File: config.mk
export PLATFORM = sky130hd
export DESIGN_NAME = accum_maxpool
export DESIGN_NICKNAME = d
export VERILOG_FILES = /design/src/rtl/cnn_pkg.sv /design/src/rtl/max2_signed.sv /design/src/rtl/accum_maxpool.sv
export SDC_FILE = /design/constraint.sdc
export NUM_CORES = 2
export LEC_CHECK = 0
export BUFFER_PORTS_ARGS = -buffer_cell sky130_fd_sc_hd__buf_2
export CAP_MARGIN = 15
export CORE_MARGIN = 1.5
export CORE_UTILIZATION = 32
export DETAILED_ROUTE_END_ITERATION = 8
export PLACE_DENSITY_LB_ADDON = 0.15
export REMOVE_ABC_BUFFERS = 1
export SLEW_MARGIN = 20
export SYNTH_ARGS = -nofsm -noshare
export SYNTH_HDL_FRONTEND = slang
export SYNTH_HIERARCHICAL = 1
export SYNTH_SLANG_ARGS = --single-unit
File: constraint.sdc
create_clock -name cnn_clk -period 13.9 [get_ports cnn_clk]
set_clock_uncertainty 0.1 [all_clocks]
set_input_delay 2.78 -clock cnn_clk [delete_from_list [all_inputs] [get_ports cnn_clk]]
set_output_delay 2.78 -clock cnn_clk [all_outputs]
set_load 0.03 [all_outputs]
File: src/rtl/cnn_pkg.sv
// Shared CNN helpers: pool FSM states, accumulator width rule and DW-bit signed saturation.
// No logic or storage of its own; used by accum_maxpool and its pool datapath.
package cnn_pkg;

    typedef enum logic [1:0] {
        IDLE  = 2'd0,
        ACCUM = 2'd1,
        POOL  = 2'd2,
        DRAIN = 2'd3
    } pool_state_t;

    localparam int SAT_W = 64;

    // Wide enough for NIN*NPASS partial sums plus the bias without any intermediate wrap.
    function automatic int acc_width(input int dw, input int nin, input int npass);
        return dw + $clog2(nin * npass + 1) + 1;
    endfunction

    function automatic logic signed [SAT_W-1:0] sat_dw(input logic signed [SAT_W-1:0] v,
                                                      input int dw);
        logic signed [SAT_W-1:0] hi;
        logic signed [SAT_W-1:0] lo;
        hi = (64'sd1 <<< (dw - 1)) - 64'sd1;
        lo = -hi - 64'sd1;
        if (v > hi)
            return hi;
        else if (v < lo)
            return lo;
        else
            return v;
    endfunction

endpackage

File: src/rtl/max2_signed.sv
// Combinational signed maximum of two DW-bit samples; zero latency, no flow control.
// On a tie either input is returned, which is the same value.
module max2_signed #(
    parameter int DW = 12
) (
    input  logic signed [DW-1:0] a,
    input  logic signed [DW-1:0] b,
    output logic signed [DW-1:0] y
);

    assign y = (a > b) ? a : b;

endmodule

File: src/rtl/accum_maxpool.sv
// Accumulates NPASS full-map passes of NIN-lane partial sums plus bias, then 2x2 max-pools; ACCUM_MAXPOOL_RELU_EN adds ReLU.
// Latency 3 cycles window issue to out_valid; in_ready low outside IDLE/ACCUM; out_valid&&!out_ready freezes the pool pipe.
module accum_maxpool
    import cnn_pkg::*;
#(
    parameter int DW    = 12,
    parameter int MAP_W = 10,
    parameter int MAP_H = 6,
    parameter int NIN   = 2,
    parameter int NPASS = 3
) (
    input  logic                 cnn_clk,
    input  logic                 rst_n,
    input  logic                 in_valid,
    output logic                 in_ready,
    input  logic [NIN*DW-1:0]    in_data,
    input  logic signed [DW-1:0] bias,
    output logic                 out_valid,
    input  logic                 out_ready,
    output logic signed [DW-1:0] out_data,
    output logic                 out_last,
    output logic                 busy
);

    localparam int ACC_W  = acc_width(DW, NIN, NPASS);
    localparam int NPIX   = MAP_W * MAP_H;
    localparam int ADDR_W = $clog2(NPIX);
    localparam int PASS_W = $clog2(NPASS + 1);
    localparam int WC_W   = $clog2(MAP_W / 2 + 1);
    localparam int WR_W   = $clog2(MAP_H / 2 + 1);

    if (MAP_W < 2 || (MAP_W % 2) != 0 || MAP_H < 2 || (MAP_H % 2) != 0) begin : g_bad_map
        $fatal(1, "accum_maxpool: MAP_W and MAP_H must be even and non-zero");
    end

    pool_state_t state_q, state_d;

    logic [ADDR_W-1:0] addr_q;
    logic [PASS_W-1:0] pass_q;
    logic [WR_W-1:0]   win_r_q;
    logic [WC_W-1:0]   win_c_q;

    logic in_fire, map_end, last_pass, stall, win_issue, last_win;

    logic signed [ACC_W-1:0] acc_mem [NPIX];
    logic signed [ACC_W-1:0] lane_sum, acc_base, bias_term, acc_wr;

    logic [ADDR_W-1:0]     rd_base;
    logic [ADDR_W-1:0]     rd_addr [4];
    logic signed [DW-1:0]  pix_sat [4];
    logic signed [DW-1:0]  s1_pix  [4];
    logic signed [DW-1:0]  row_max0, row_max1, fin_max;
    logic signed [DW-1:0]  s2_row0, s2_row1;
    logic                  s1_vld, s1_last, s2_vld, s2_last;

    assign in_ready  = (state_q == IDLE) || (state_q == ACCUM);
    assign busy      = (state_q != IDLE);
    assign in_fire   = in_valid && in_ready;
    assign map_end   = (addr_q == ADDR_W'(NPIX - 1));
    assign last_pass = (pass_q == PASS_W'(NPASS - 1));
    assign stall     = out_valid && !out_ready;
    assign win_issue = (state_q == POOL) && !stall;
    assign last_win  = (win_r_q == WR_W'(MAP_H / 2 - 1)) && (win_c_q == WC_W'(MAP_W / 2 - 1));

    always_ff @(posedge cnn_clk) begin
        if (!rst_n)
            state_q <= IDLE;
        else
            state_q <= state_d;
    end

    always_comb begin
        state_d = state_q;
        case (state_q)
            IDLE: begin
                if (in_fire)
                    state_d = (map_end && last_pass) ? POOL : ACCUM;
            end
            ACCUM: begin
                if (in_fire && map_end && last_pass)
                    state_d = POOL;
            end
            POOL: begin
                if (win_issue && last_win)
                    state_d = DRAIN;
            end
            DRAIN: begin
                if (out_valid && out_ready && out_last)
                    state_d = IDLE;
            end
            default: state_d = IDLE;
        endcase
    end

    always_ff @(posedge cnn_clk) begin
        if (!rst_n) begin
            addr_q  <= '0;
            pass_q  <= '0;
            win_r_q <= '0;
            win_c_q <= '0;
        end else begin
            if (in_fire) begin
                if (map_end) begin
                    addr_q <= '0;
                    pass_q <= last_pass ? '0 : pass_q + PASS_W'(1);
                end else begin
                    addr_q <= addr_q + ADDR_W'(1);
                end
            end
            if (win_issue) begin
                if (last_win) begin
                    win_r_q <= '0;
                    win_c_q <= '0;
                end else if (win_c_q == WC_W'(MAP_W / 2 - 1)) begin
                    win_c_q <= '0;
                    win_r_q <= win_r_q + WR_W'(1);
                end else begin
                    win_c_q <= win_c_q + WC_W'(1);
                end
            end
        end
    end

    // Pass 0 ignores the stored value, so an abandoned frame never needs clearing.
    always_comb begin
        lane_sum = '0;
        for (int i = 0; i < NIN; i++)
            lane_sum = lane_sum + ACC_W'($signed(in_data[i*DW +: DW]));
        acc_base  = (pass_q == '0) ? '0 : acc_mem[addr_q];
        bias_term = last_pass ? ACC_W'(bias) : '0;
        acc_wr    = acc_base + lane_sum + bias_term;
    end

    always_ff @(posedge cnn_clk) begin
        if (in_fire)
            acc_mem[addr_q] <= acc_wr;
    end

    always_comb begin
        rd_base    = ADDR_W'(2 * MAP_W) * ADDR_W'(win_r_q) + ADDR_W'(2) * ADDR_W'(win_c_q);
        rd_addr[0] = rd_base;
        rd_addr[1] = rd_base + ADDR_W'(1);
        rd_addr[2] = rd_base + ADDR_W'(MAP_W);
        rd_addr[3] = rd_base + ADDR_W'(MAP_W + 1);
        for (int k = 0; k < 4; k++) begin
            pix_sat[k] = DW'(sat_dw(SAT_W'(acc_mem[rd_addr[k]]), DW));
`ifdef ACCUM_MAXPOOL_RELU_EN
            if (pix_sat[k] < 0)
                pix_sat[k] = '0;
`endif
        end
    end

    max2_signed #(.DW(DW)) u_row0 (.a(s1_pix[0]), .b(s1_pix[1]), .y(row_max0));
    max2_signed #(.DW(DW)) u_row1 (.a(s1_pix[2]), .b(s1_pix[3]), .y(row_max1));
    max2_signed #(.DW(DW)) u_fin  (.a(s2_row0),   .b(s2_row1),   .y(fin_max));

    // Stages: saturated pixels -> row maxima -> final maximum; all advance together.
    always_ff @(posedge cnn_clk) begin
        if (!rst_n) begin
            s1_vld    <= 1'b0;
            s1_last   <= 1'b0;
            s2_vld    <= 1'b0;
            s2_last   <= 1'b0;
            s2_row0   <= '0;
            s2_row1   <= '0;
            out_valid <= 1'b0;
            out_last  <= 1'b0;
            out_data  <= '0;
            for (int k = 0; k < 4; k++)
                s1_pix[k] <= '0;
        end else if (!stall) begin
            s1_vld  <= win_issue;
            s1_last <= win_issue && last_win;
            for (int k = 0; k < 4; k++)
                s1_pix[k] <= pix_sat[k];
            s2_vld    <= s1_vld;
            s2_last   <= s1_vld && s1_last;
            s2_row0   <= row_max0;
            s2_row1   <= row_max1;
            out_valid <= s2_vld;
            out_last  <= s2_vld && s2_last;
            out_data  <= fin_max;
        end
    end

endmodule

==> metrics.cfg <==
[timing]
relSlewSlack = 0.122
hold_viol_final = 0
fin_crit_ns = 8.09
fin_crit_sh = 0.582
tightestPinTransition_ns = 1.30
max_freq_mhz = 124
maxSlewViolCount = 0
setup_viol_count_final = 0
rsz0062_at_grt = false

[critical_path]
crit_end = acc_mem[43][15]
r2r_cells = 19
critical_path.cell_chain = buf_12, buf_4, mux4_2, mux4_2, mux4_2, and2_1, fa_1, fa_1, ha_1, inv_1, fa_1, nor2b_1, o21ai_0, a21bo_2, a211o_1, nand3_1, a41oi_1, xnor2_2, buf_4
cp-start-kind = flip-flop
crit_type = reg -> reg
arrival_ns = 8.43
crit_path_end_kind = flip-flop
reg2reg_to = acc_mem[43][15]
critPathSlowestCell = buf_4
cp.required_ns = 14.25
rrSetupSlack_ns = 5.81
path_max_fanout = 87
cp_slowest_stage_delay_ns = 0.80

[route]
drt_iter0_drc = 4643
postRouteAntennaNets = 0
drc = 0
drt_wl_total_mm = 221
drt_first_pass_iters = 6
via_per_inst = 6.14
wire_per_inst_um = 37.1
via_count = 36600

[floorplanning]
dieArea_um2 = 191000
rows = 159
io_pins = 56
initial_core_util = 0.322
die_h_um = 437
die_w_um = 437
core-area_um2 = 187000

[worst_hold_path]
hold_path_startpoint = out_data[4]
min_path_type = reg -> reg

[place]
place.gp.congestion = 0.867
dpl.hpwl_mm = 136
io_buffers = 55

[grt]
grt_pass1_vias = 36500
grt_max_degree = 122
grt_overflow_total = 0
grt_pass1_wl_mm = 304
grt_use_total = 0.229
antenna_found_initial = 5

[synth]
synth_xor_area_frac = 0.00471
synth.avg_cell_area_um2 = 18.1
ys_ff_latch = 1071
yosysSeqAreaShare = 0.523
ys_types = 75
synthMuxAreaShare = 0.350
ys_async_sr_fraction = 0
ys_warn_count = 6
synth-compound-area-share = 0.0355
synth_cells = 3338
synth_area_um2 = 60300
synthFlopType = edfxtp_1
synthAdderAreaFrac = 0.0232
synth_top_family_by_area = multiplexers
synth_simple_gate_area_frac = 0.0327
synth_edf_count = 1008

[pwr]
p_int_w = 0.00773
power_density_nw_per_um2 = 173
power_w = 0.0118
vdd_drop_max_mv = 0.280
clock_power_share = 0.271
switching_share = 0.342
p_sw_w = 0.00402
cellLeakagePower_nw = 20.6
power_frac_seq = 0.347
combPwrFrac = 0.382

[clock_network]
clkTransAtPathRegs_ns = 0.06
cts_buffers = 121
cts-hold-fix-buffers = 0
cts_sinks = 1071
cts_tree = built
max-clock-path-buffers = 3
cts_resized = 0
worst_skew_pair.late_latency_ns = 0.76
cts-root-buf = clkbuf_16
post_cts_buffers = 0
h-tree-depth = 3

[finish]
drive_gt1_frac = 0.411
layout.nets = 3492
final_util = 0.362
fillers = 17300
final_common_cell = edfxtp_1
layout_common_cells = edfxtp_1, mux4_2, nand2_1
area_growth_pct = 12.5

[job]
maxCapViolCount = 0

[status]
status = finished, final reports clean

## registers in the layout, summed over array words and instances (netlist names), 2 cells and up, named ones only
signal / count
s1_pix: 48
win_c_q: 3
addr_q: 6
s2_row0: 12
out_data: 12
state_q: 2
pass_q: 2
s2_row1: 12
win_r_q: 2
acc_mem: 960
## cells in the mapped netlist, drive strengths merged (6+ instances only)
cell type,count,share of area
nand2b,13,0.0013
o21ai,103,0.0087
o22ai,7,0.0015
nand3,18,0.0015
nor2b,11,0.0011
buf,156,0.016
clkbuf,125,0.0078
o21a,7,0.00093
a21boi,13,0.0016
or2,6,0.00066
edfxtp,1008,0.50
dfxtp,63,0.021
nor3,6,0.00050
mux2i,68,0.011
xnor2,22,0.0033
a221o,33,0.0055
nor2,91,0.0058
and2,9,0.00093
a21oi,106,0.0088
ha,62,0.013
mux4,867,0.32
nand2,178,0.011
inv,115,0.0072
nand4,49,0.0058
fa,31,0.010
o211ai,8,0.0010
a211oi,9,0.0016
mux2,76,0.014
a21o,9,0.0011
a31oi,14,0.0015
## logic make-up (layout without fill, tap and decap cells)
group	Yosys count	in the layout
AOI/OAI and AO/OA	331	331
xor gates and xnor gates	27	27
adders and majority gates	93	93
buffers and inverters	396	517
DFF	1071	1071
muxes	1011	1011
other	0	3
and+or+nand+nor	409	409
## worst max-delay path: cells and delay by family, from the launching register on
kind | cells | cell delay [ns]
adders and majority gates | 4 | 1.55
muxes | 3 | 1.66
buffers and inverters | 4 | 1.86
AOI/OAI and AO/OA | 4 | 0.85
DFF | 1 | 0.75
xor gates and xnor gates | 1 | 0.16
and+or+nand+nor | 3 | 0.48
## power by group through the flow
stage	combinational (W)	clock (W)	sequential, W
3_3_place_gp	0.00449	0	0.00414
5_1_grt	0.00476	0.00337	0.00409
4_1_cts	0.00451	0.00326	0.00407
6_report	0.00449	0.00319	0.00408
2_1_floorplan	0.00428	0	0.00442
3_5_place_dp	0.00450	0	0.00414
## worst min-delay path by stage
stage / endpoint / cells past startpoint / slack (ns)
floorplan: s2_last / 2 / 0.34
global placement: out_data[10] / 2 / 0.34
CTS: out_data[4] / 2 / 0.35
global route: out_data[4] / 2 / 0.36
finish: out_data[4] / 2 / 0.35
detailed placement: out_data[4] / 2 / 0.34
## through the flow
| step | area (µm²) | TNS, ns | worst slack [ns] | hold WS [ns] | std cells |
|---|---|---|---|---|---|
| after floorplan | 58900 | -2004.69 | -12.45 | 0.342 | 3057 |
| after global placement | 64000 | 0 | 5.83 | 0.340 | 5731 |
| after detailed placement | 64000 | 0 | 5.75 | 0.341 | 5731 |
| after CTS | 67800 | 0 | 5.72 | 0.349 | 5954 |
| after global routing | 67800 | 0 | 5.41 | 0.361 | 5955 |
| final | 67900 | 0 | 5.81 | 0.348 | 5957 |
## layer usage
layer | wire length, µm | global-route usage
met5 | 0 | 0
met4 | 8570 | 0.0773
met3 | 17900 | 0.0528
met2 | 103000 | 0.360
met1 | 91100 | 0.312
## final cells by class
class	instances	area [µm²]	share of cell area
Tap cell	2495	3120	0.0460
Multi-Input combinational cell	1871	27600	0.407
Inverter	115	432	0.00636
Antenna cell	3	7.51	0.000111
Timing Repair Buffer	179	1280	0.0189
Clock buffer	147	3170	0.0467
Sequential cell	1071	31600	0.465
Clock inverter	76	684	0.0101
Note: power is estimated with default switching activity, not from simulation.
